$ cat src/rtl/ram_stream_reader.sv
// Read-side streaming engine for the dual-port RAM: walks (base, len), absorbs the
// one-cycle RAM read latency and presents the words on a valid/ready stream.
module ram_stream_reader #(
    parameter int unsigned WIDTH      = 16,
    parameter int unsigned ADDR_WIDTH = 8,
    parameter int unsigned DEPTH      = 256
) (
    input  logic                  clk_i,
    input  logic                  rst_i,
    input  logic                  start_i,
    input  logic [ADDR_WIDTH-1:0] base_addr_i,
    input  logic [ADDR_WIDTH:0]   len_i,
    output logic                  busy_o,
    output logic                  done_o,
    output logic                  ram_rd_en_o,
    output logic [ADDR_WIDTH-1:0] ram_rd_addr_o,
    input  logic [WIDTH-1:0]      ram_rdata_i,
    output logic [WIDTH-1:0]      m_data_o,
    output logic                  m_valid_o,
    input  logic                  m_ready_i
);

    localparam int unsigned CNT_W = ADDR_WIDTH + 1;

    typedef enum logic [1:0] {
        S_IDLE  = 2'd0,
        S_RUN   = 2'd1,
        S_DRAIN = 2'd2,
        S_DONE  = 2'd3
    } state_e;

    state_e                  state_q, state_d;
    logic [ADDR_WIDTH-1:0]   rd_addr_q, rd_addr_d;
    logic [CNT_W-1:0]        issue_cnt_q, issue_cnt_d;
    logic [CNT_W-1:0]        accept_cnt_q, accept_cnt_d;
    logic                    inflight_q, inflight_d;
    logic [WIDTH-1:0]        fifo_mem_q [2];
    logic [WIDTH-1:0]        fifo_mem_d [2];
    logic                    wr_ptr_q, wr_ptr_d;
    logic                    rd_ptr_q, rd_ptr_d;
    logic [1:0]              fifo_cnt_q, fifo_cnt_d;

    logic                    pop_c;
    logic                    push_c;
    logic                    rd_en_c;

    assign m_valid_o     = (fifo_cnt_q != 2'd0);
    assign m_data_o      = fifo_mem_q[rd_ptr_q];
    assign busy_o        = (state_q != S_IDLE);
    assign done_o        = (state_q == S_DONE);
    assign ram_rd_addr_o = rd_addr_q;
    assign ram_rd_en_o   = rd_en_c;

    assign pop_c  = m_valid_o & m_ready_i;
    assign push_c = inflight_q;

    // Issue only while the FIFO plus the in-flight word leaves a free slot after this cycle's pop.
    assign rd_en_c = (state_q == S_RUN) &&
                     ((3'(fifo_cnt_q) + 3'(inflight_q)) < (3'd2 + 3'(pop_c)));

    // Next-state and datapath updates.
    always_comb begin
        state_d      = state_q;
        rd_addr_d    = rd_addr_q;
        issue_cnt_d  = issue_cnt_q;
        accept_cnt_d = accept_cnt_q;
        inflight_d   = rd_en_c;
        fifo_mem_d   = fifo_mem_q;
        wr_ptr_d     = wr_ptr_q;
        rd_ptr_d     = rd_ptr_q;
        fifo_cnt_d   = 2'(fifo_cnt_q + 2'(push_c) - 2'(pop_c));

        case (state_q)
            S_IDLE: begin
                if (start_i) begin
                    rd_addr_d    = base_addr_i;
                    issue_cnt_d  = len_i;
                    accept_cnt_d = len_i;
                    state_d      = (len_i == CNT_W'(0)) ? S_DONE : S_RUN;
                end
            end
            S_RUN: begin
                if (rd_en_c) begin
                    issue_cnt_d = issue_cnt_q - CNT_W'(1);
                    rd_addr_d   = ADDR_WIDTH'((int'(rd_addr_q) + 1) % int'(DEPTH));
                    if (issue_cnt_q == CNT_W'(1)) begin
                        state_d = S_DRAIN;
                    end
                end
                if (pop_c) begin
                    accept_cnt_d = accept_cnt_q - CNT_W'(1);
                end
            end
            S_DRAIN: begin
                if (pop_c) begin
                    accept_cnt_d = accept_cnt_q - CNT_W'(1);
                    if (accept_cnt_q == CNT_W'(1)) begin
                        state_d = S_DONE;
                    end
                end
            end
            S_DONE: begin
                state_d = S_IDLE;
            end
            default: begin
                state_d = S_IDLE;
            end
        endcase

        if (push_c) begin
            fifo_mem_d[wr_ptr_q] = ram_rdata_i;
            wr_ptr_d             = ~wr_ptr_q;
        end
        if (pop_c) begin
            rd_ptr_d = ~rd_ptr_q;
        end
    end

    // State and storage registers; reset flushes the FIFO and drops any in-flight word.
    always_ff @(posedge clk_i or posedge rst_i) begin
        if (rst_i) begin
            state_q       <= S_IDLE;
            rd_addr_q     <= '0;
            issue_cnt_q   <= '0;
            accept_cnt_q  <= '0;
            inflight_q    <= 1'b0;
            fifo_mem_q[0] <= '0;
            fifo_mem_q[1] <= '0;
            wr_ptr_q      <= 1'b0;
            rd_ptr_q      <= 1'b0;
            fifo_cnt_q    <= 2'd0;
        end else begin
            state_q       <= state_d;
            rd_addr_q     <= rd_addr_d;
            issue_cnt_q   <= issue_cnt_d;
            accept_cnt_q  <= accept_cnt_d;
            inflight_q    <= inflight_d;
            fifo_mem_q    <= fifo_mem_d;
            wr_ptr_q      <= wr_ptr_d;
            rd_ptr_q      <= rd_ptr_d;
            fifo_cnt_q    <= fifo_cnt_d;
        end
    end

endmodule

$ cat config.mk
export PLATFORM = sky130hd
export DESIGN_NAME = ram_stream_reader
export DESIGN_NICKNAME = d
export VERILOG_FILES = /design/src/rtl/ram_stream_reader.sv
export SDC_FILE = /design/constraint.sdc
export NUM_CORES = 1
export LEC_CHECK = 0
export ABC_CLOCK_PERIOD_IN_PS = 4100
export CORE_ASPECT_RATIO = 0.75
export CORE_MARGIN = 2
export CORE_UTILIZATION = 57
export CTS_CLUSTER_SIZE = 8
export DETAILED_ROUTE_END_ITERATION = 16
export GPL_ROUTABILITY_DRIVEN = 0
export PLACE_DENSITY = 0.86
export SLEW_MARGIN = 15
export SYNTH_ARGS = -nofsm -noshare
export SYNTH_HDL_FRONTEND = slang
export SYNTH_SLANG_ARGS = --single-unit
$ cat constraint.sdc
create_clock -name clk_i -period 4.1 [get_ports clk_i]
set_input_delay 0.82 -clock clk_i [delete_from_list [all_inputs] [get_ports clk_i]]
set_output_delay 0.82 -clock clk_i [all_outputs]
set_load 0.01 [all_outputs]
Yosys cells after proc, flatten, opt, wreduce, memory -nomap -nowiden
Index checks and enable logic that the tools add are counted.
{ "op_classes": {"shift": 0, "add_sub_neg": 7, "n_mux": 21, "eq_ne": 11, "bitwise_logic": 5, "n_reduce_logical": 12, "n_div": 0, "multipliers": 0, "magnitude_cmp": 4} }
{ "ops": {"columns": ["operator", "count"], "rows": [
  ["16-bit 2-to-1 mux", 4],
  ["9-bit one-hot mux with 2 select lines", 2],
  ["32-bit bitwise mux", 1],
  ["9-bit 2-to-1 mux", 3],
  ["9-bit by 1-bit == test with 1-bit output, second input constant", 2],
  ["9-bit by 1-bit subtractor with 9-bit output, second input constant", 2],
  ["16-bit demux with 1-bit select", 1],
  ["8-bit 2-to-1 mux", 2],
  ["8-bit one-hot mux with 2 select lines", 1],
  ["2-bit 2-to-1 mux", 6],
  ["9-bit zero test", 1],
  ["8-bit by 1-bit adder with 8-bit output, second input constant", 1],
  ["2-bit inequality test, second input constant", 4],
  ["2-bit one-hot mux with 4 select lines", 1],
  ["2-bit nonzero test", 4],
  ["3-bit AND reduction", 2],
  ["5-bit AND reduction", 1],
  ["2-bit == test, second input constant", 2],
  ["2-bit >= comparator, second input constant", 2],
  ["2-bit by 1-bit inequality test with 1-bit output, second input constant", 2],
  ["1-bit inverter with 2-bit output", 2],
  ["2-bit by 1-bit adder with 3-bit output", 1],
  ["2-bit by 1-bit adder with 3-bit output, first input constant", 1],
  ["3-bit less-than comparator", 1],
  ["9 further kinds", 11]
]} }
{ "totals": {"regBits": 65, "mem_bits_ro": 0, "wordCells": 70, "output_inout_bits": 28, "mem_bits_rw": 0, "n_memories": 0, "latchBits": 0, "inputBits": 37} }

Depth between registers and ports, before layout
Gate-level depths: netlist (run 1).
{ "logic_depth": {"word_depth": 7, "mapped_depth": 8, "depth_no_buf": 7} }

Worst setup path after synthesis (run 1)
No wires, ideal clock.
{ "synth_timing": {"kind": "in2out", "startpoint": "in m_ready_i", "endpoint": "out ram_rd_en_o", "setup_slack_ps": 1648, "path_stages": 3, "required_ps": 3280, "n_path_buf": 0, "t_arrival_ps": 1632, "path_cell_list": "o21ai_1 > o21ai_2 > nor3b_1"} }
{ "synth_via": {"elab_chain_len": 4} }
{ "synth_lines": {"columns": ["item", "line_no", "source"], "rows": [
  ["start, declared", "20", "input logic m_ready_i"],
  ["1-bit bitwise AND", "54", "assign pop_c = m_valid_o & m_ready_i;"],
  ["2-bit by 1-bit adder with 3-bit output", "59", "((3'(fifo_cnt_q) + 3'(inflight_q)) < (3'd2 + 3'(pop_c)));"],
  ["3-bit less-than comparator", "59", null],
  ["1-bit logical AND", "58", "assign rd_en_c = (state_q == S_RUN) &&"],
  ["end, declared", "15", "output logic ram_rd_en_o,"]
]} }
Every way passes these cells.

Worst setup path in the final report (run 1)
Same ends and word-level chain as after synthesis.

==> flow_summary.toml, run 1 <==
[synthesis]
synth_edf_count = 0
yosysSeqAreaShare = 0.4487
syn_avg_cell_area_sq_um = 10.39
syn_nets = 400
synth_top_area_share = 0.4487
synth_warnings = 0
synthCells = 349
synth_cell_types = 48
synth.cell_area_sq_um = 3625
async_flop_share = 1.000
yosys.area.top_type = "dfrtp_1"
ys_top_cells_by_area = "dfrtp_1 (45%), mux2_2 (15%), ha_1 (4.8%)"
ys_ff_latch = 65
synthFlopType = "dfrtp_1"

[floorplan]
fp.dieW_um = 96.08
core_sq_um = 6225
num_rows = 25
die_area_sq_um = 7020
die_h_um = 73.06
start_util = 0.5823
io_pins = 65

[sta]
fin_worst_skew_ps = 9.618
rsz0062_at_grt = "false"
slew_viol_final = 0
min_period_over_period = 0.8574
setup_viol = 0
relSlewSlack = 0.4478
finalHoldViolCount = 0
fmax_ghz = 0.2845
worst_pin_slew_ps = 828.4
setup_tns_ps = 0
period_needed_ps = 3515

[cts]
clk_path_buf_depth = 2
numCtsBuffers = 9
post-cts-setup-buffer-count = 0
path_clk_slew_ps = 80
cts_root_buffer = "clkbuf_8"
ctsHoldBuffers = 0
cts.sinks = 65
cts_tree = "built"
ctsResizeCount = 0
insertion_delay_ps = 360
h-tree-depth = 3

[power]
vdd.ir_drop.worst_v = 0.0004772
p_per_area_nw_per_um2 = 872.7
p_total_mw = 3.948
p_leak_nw = 1.930

[worst_setup_path]
endpoint_kind = "primary output"
reg2reg_slack_ps = 1410
cp.required_ps = 3280
critPathMaxFanout = 10
reg2regPathDepth = 8
criticalPathCategory = "in2out"
critPathArrivalTime_ps = 2700
critPathLaunchType = "input pin"
worstSetupStartpoint = "m_ready_i"
crit_end = "ram_rd_en_o"
timing.rr.start = "state_q[1]$_DFFE_PP0P_"
r2r-end = "issue_cnt_q[8]$_DFFE_PP0P_"

[routing]
via_count = 2951
firstDrtPassIters = 5
wire_per_inst_um = 17.35
drt_iter0_drc = 191
routed_wl_um = 8604
via_per_inst = 5.950
drc_errors = 0
ant_nets = 0

[finish]
diodes = 0
drive_gt1_frac = 0.1880
stdcell_area_sq_um = 4524
syn2layout_area_growth_pct = 24.82
nFillCells = 421
nets = 461
fin_cells = 496
final_common_cell = "dfrtp_1"
final_cell_mix = "dfrtp_1 (65), clkdlybuf4s50_1 (64), mux2_2 (48)"

[min_path]
hold_path_class = "reg2reg"
holdPathStages = 1

[global_routing]
grt_pass1_wl_um = 14000
track_usage = 0.2651
grt_max_degree = 39
antenna_found_initial = 0
grt_pass1_vias = 2838
grt_remaining_overflow = 0

[place]
placed_cells = 480
dpl-instance-area_sq_um = 4323
dp_hpwl_um = 6073
io_buffers = 64

[run]
drv_cap = 0

[run_status]
status = "finished, final reports clean"
==> power by group <==
| part | internal (mW) | total, mW | switching, mW | leakage [nW] |
|---|---|---|---|---|
| Combinational | 1.10 | 2.12 | 1.02 | 1.08 |
| Sequential | 0.974 | 1.27 | 0.300 | 0.754 |
| Clock | 0.285 | 0.558 | 0.273 | 0.100 |
==> Yosys cell counts (all sizes together) (2+ instances only) <==
master	n
a21boi	2
a21oi	20
a22oi	3
a2bb2oi	2
a31oi	5
and3	5
buf	4
clkbuf	13
dfrtp	65
ha	14
inv	20
mux2	49
mux2i	12
nand2	17
nand2b	5
nand3	8
nand3b	6
nand4	2
nand4b	2
nor2	25
nor3	7
nor3b	4
nor4	2
o211ai	2
o21ai	20
o22a	5
o22ai	10
o41ai	2
or3b	2
xnor2	3
==> worst max-delay path, stage by stage <==
cell and delay (ps):
clkdlybuf4s50_1 470, o21ai_1 180, o21ai_2 170, buf_4 180
nor3b_1 270, clkdlybuf4s50_1 610
==> cells by family (layout without fill, tap and decap cells) <==
logic type               after synthesis  in the layout  synth area share
multiplexers                          61             61            0.1864
flip-flops                            65             65            0.4487
buffers and inverters                 38            104           0.04004
XOR/XNOR                               4              4          0.009667
AO/OA/AOI/OAI                         76             76            0.1329
AND/OR/NAND/NOR                       91             91            0.1339
adder cells (fa/ha/maj)               14             14           0.04833
==> state kept, by name (all words and copies together), names as in the netlist <==
name           cells
wr_ptr_q           1
fifo_cnt_q         2
state_q            2
fifo_mem_q        32
accept_cnt_q       9
issue_cnt_q        9
inflight_q         1
ram_rd_addr_o      8
rd_ptr_q           1
==> stage by stage <==
step / hold WS, ps / setup slack (ps) / utilization
3_5_place_dp: 490.5 / 626.1 / 0.6945
4_1_cts: 509.9 / 601.9 / 0.7268
2_1_floorplan: 454.3 / 1648 / -
5_1_grt: 524.6 / 500.1 / 0.7268
6_report: 509.2 / 584.6 / 0.7268
3_3_place_gp: 475.3 / 637.9 / 0.6945
==> final cells by class <==
class	instances	area (sq um)	area share
Inverter	21	78.83	0.01742
Timing Repair Buffer	67	663.1	0.1466
Sequential cell	65	1627	0.3595
Multi-Input combinational cell	246	1853	0.4096
Tap cell	81	101.3	0.02240
Clock inverter	7	77.57	0.01715
Clock buffer	9	123.9	0.02738
==> layer usage <==
layer  vias up  global-route usage  share of wire
li1       1394                   -              -
met5         -                   0              0
met1      1427              0.3634           0.45
met3        16             0.07645          0.079
met4         0             0.09206          0.017
met2       114              0.4043           0.46
==> worst min-delay path by stage <==
stage                               startpoint                         end
floorplan                 wr_ptr_q$_DFFE_PP0P_        wr_ptr_q$_DFFE_PP0P_
global placement          wr_ptr_q$_DFFE_PP0P_        wr_ptr_q$_DFFE_PP0P_
detailed placement   fifo_mem_q[0]$_DFFE_PP0P_   fifo_mem_q[0]$_DFFE_PP0P_
CTS                  fifo_mem_q[7]$_DFFE_PP0P_   fifo_mem_q[7]$_DFFE_PP0P_
global route        fifo_mem_q[11]$_DFFE_PP0P_  fifo_mem_q[11]$_DFFE_PP0P_
finish              fifo_mem_q[13]$_DFFE_PP0P_  fifo_mem_q[13]$_DFFE_PP0P_
Power figures use the tool's default switching activity.
==> run 2: changes to the inputs <==
PLACE_DENSITY = not set   (was 0.86)
PLACE_DENSITY_LB_ADDON = 0.25   (was not set)
SKIP_LAST_GASP = 1   (was not set)
==> run 2 against run 1 <==
- first-iteration DRC count rose by 54%
- highest routed layer unchanged
- non-clock buffer count rose by 1
- flip-flop and latch count did not move
- worst hold slack got worse by 9.4 ps
- power rose by 4.2%
- critical endpoint unchanged
- cell count rose by 0.20%
- clock skew fell by 1.5 ps
==> flow_summary.toml, run 2 (same netlist as run 1, synthesis figures left out) <==
[power]
p_leak_nw = 1.971
vdd.ir_drop.worst_v = 0.0004467
power_frac_seq = 0.307
p_total_mw = 4.113
p_per_area_nw_per_um2 = 893.0
p_switching_mw = 1.552
p_int_mw = 2.561
power_frac_comb = 0.511
clockPowerShare = 0.182
swShare = 0.3772

[sta]
finalHoldViolCount = 0
setup_tns_ps = 0
period_needed_ps = 3409
worst_pin_slew_ps = 846.1
slew_viol_final = 0
fmax_ghz = 0.2934
fin_worst_skew_ps = 8.091
setup_viol = 0
min_period_over_period = 0.8314
rsz0062_at_grt = "false"
relSlewSlack = 0.4359

[floorplan]
io_pins = 65
die_h_um = 73.06
die_area_sq_um = 7020
num_rows = 25
core_sq_um = 6225
fp.dieW_um = 96.08
start_util = 0.5823

[cts]
ctsResizeCount = 0
numCtsBuffers = 9
post-cts-setup-buffer-count = 0
cts.sinks = 65
ctsHoldBuffers = 0
cts_root_buffer = "clkbuf_8"
clk_path_buf_depth = 2
path_clk_slew_ps = 80
h-tree-depth = 3
insertion_delay_ps = 350
cts_tree = "built"

[global_routing]
gr-usage-met2 = 0.3943
grt_use_met1 = 0.3425
grt_use_met3 = 0.05785
top_usage_layer = "met2"
track_usage = 0.2506
grt_remaining_overflow = 0
grt_pass1_vias = 2803
grt_max_degree = 39
antenna_found_initial = 0
grt_pass1_wl_um = 13450

[run]
drv_cap = 0

[worst_setup_path]
cp.required_ps = 3280
criticalPathCategory = "reg2out"
endpoint_kind = "primary output"
critPathArrivalTime_ps = 2590
critPathMaxFanout = 32
critPathLaunchType = "flop"

[routing]
routed_wl_um = 8292
wire_per_inst_um = 16.68
firstDrtPassIters = 5
ant_nets = 0
drt_iter0_drc = 295
via_count = 2949
drc_errors = 0
via_per_inst = 5.934

[finish]
top_register = "fifo_mem_q"
top_regs = "fifo_mem_q (32), accept_cnt_q (9), issue_cnt_q (9)"
drive_gt1_frac = 0.1899
nets = 462
syn2layout_area_growth_pct = 27.06
largest_reg_flops = 32
final_cell_mix = "dfrtp_1 (65), clkdlybuf4s50_1 (64), mux2_2 (48)"
diodes = 0
final_common_cell = "dfrtp_1"

[place]
io_buffers = 64
dp_hpwl_um = 5694

[min_path]
hold_path_class = "reg2reg"

[run_status]
status = "finished, final reports clean"
## run 2: cell count changes in the layout (fill, tap and decap cells not counted)
cell | before | now
bufinv_16 | 1 | 4
clkinv_2 | 1 | 0
clkinvlp_4 | 1 | 0
buf_4 | 3 | 4
clkbuf_8 | 9 | 10
inv_6 | 2 | 1
clkinv_4 | 2 | 1
## run 2: path summary, 6_finish.rpt
kind	from	slack, ps	to	depth (start not counted)
max	state_q[1]$_DFFE_PP0P_	690	ram_rd_en_o	6
min	wr_ptr_q$_DFFE_PP0P_	500	wr_ptr_q$_DFFE_PP0P_	1
max reg2reg	state_q[1]$_DFFE_PP0P_	1420	issue_cnt_q[8]$_DFFE_PP0P_	8
min reg2reg	wr_ptr_q$_DFFE_PP0P_	500	wr_ptr_q$_DFFE_PP0P_	1
max in group asynchronous	rst_i	2290	issue_cnt_q[1]$_DFFE_PP0P_	3
min in group asynchronous	rst_i	940	issue_cnt_q[7]$_DFFE_PP0P_	2
## run 2: critical path: stages, from the launching register on
cell             delay, ps
dfrtp_1                420
inv_1                  110
ha_1                   150
buf_4                  310
inv_1                  290
nor3b_1                340
clkdlybuf4s50_1        600
## run 2: stage by stage
step / instance area, sq um / hold slack (ps) / utilization / worst slack (ps) / cells
3_3_place_gp: 4330 / 468.9 / 0.6957 / 771.1 / 481
6_report: 4606 / 499.8 / 0.7399 / 691.4 / 497
5_1_grt: 4606 / 522.2 / 0.7399 / 502.8 / 497
2_1_floorplan: 3625 / 454.3 / - / 1648 / 349
3_5_place_dp: 4330 / 478.9 / 0.6957 / 716.3 / 481
4_1_cts: 4606 / 498.5 / 0.7399 / 668.5 / 497
## run 2: final cells by class
| type | instances | area (sq um) |
|---|---|---|
| clock buffer | 10 | 137.6 |
| fill | 452 | 1619 |
| multi-input combinational | 246 | 1853 |
| sequential | 65 | 1627 |
| clock inverter | 6 | 137.6 |
| tap | 81 | 101.3 |
| timing repair buffer | 68 | 670.6 |
| inverter | 21 | 78.83 |
## run 2: power groups by stage
stage	logic, mW	registers (mW)	clock network (mW)
floorplan	1.46	1.18	0
global placement	2.02	1.24	0
detailed placement	2.09	1.27	0
CTS	2.11	1.26	0.758
global route	2.32	1.31	0.784
finish	2.10	1.26	0.747
## run 2: routing by layer
metal,routed length [um],up-vias
met2,4040,104
met4,141,0
met1,3547,1437
li1,-,1391
met3,563,17
met5,0,-
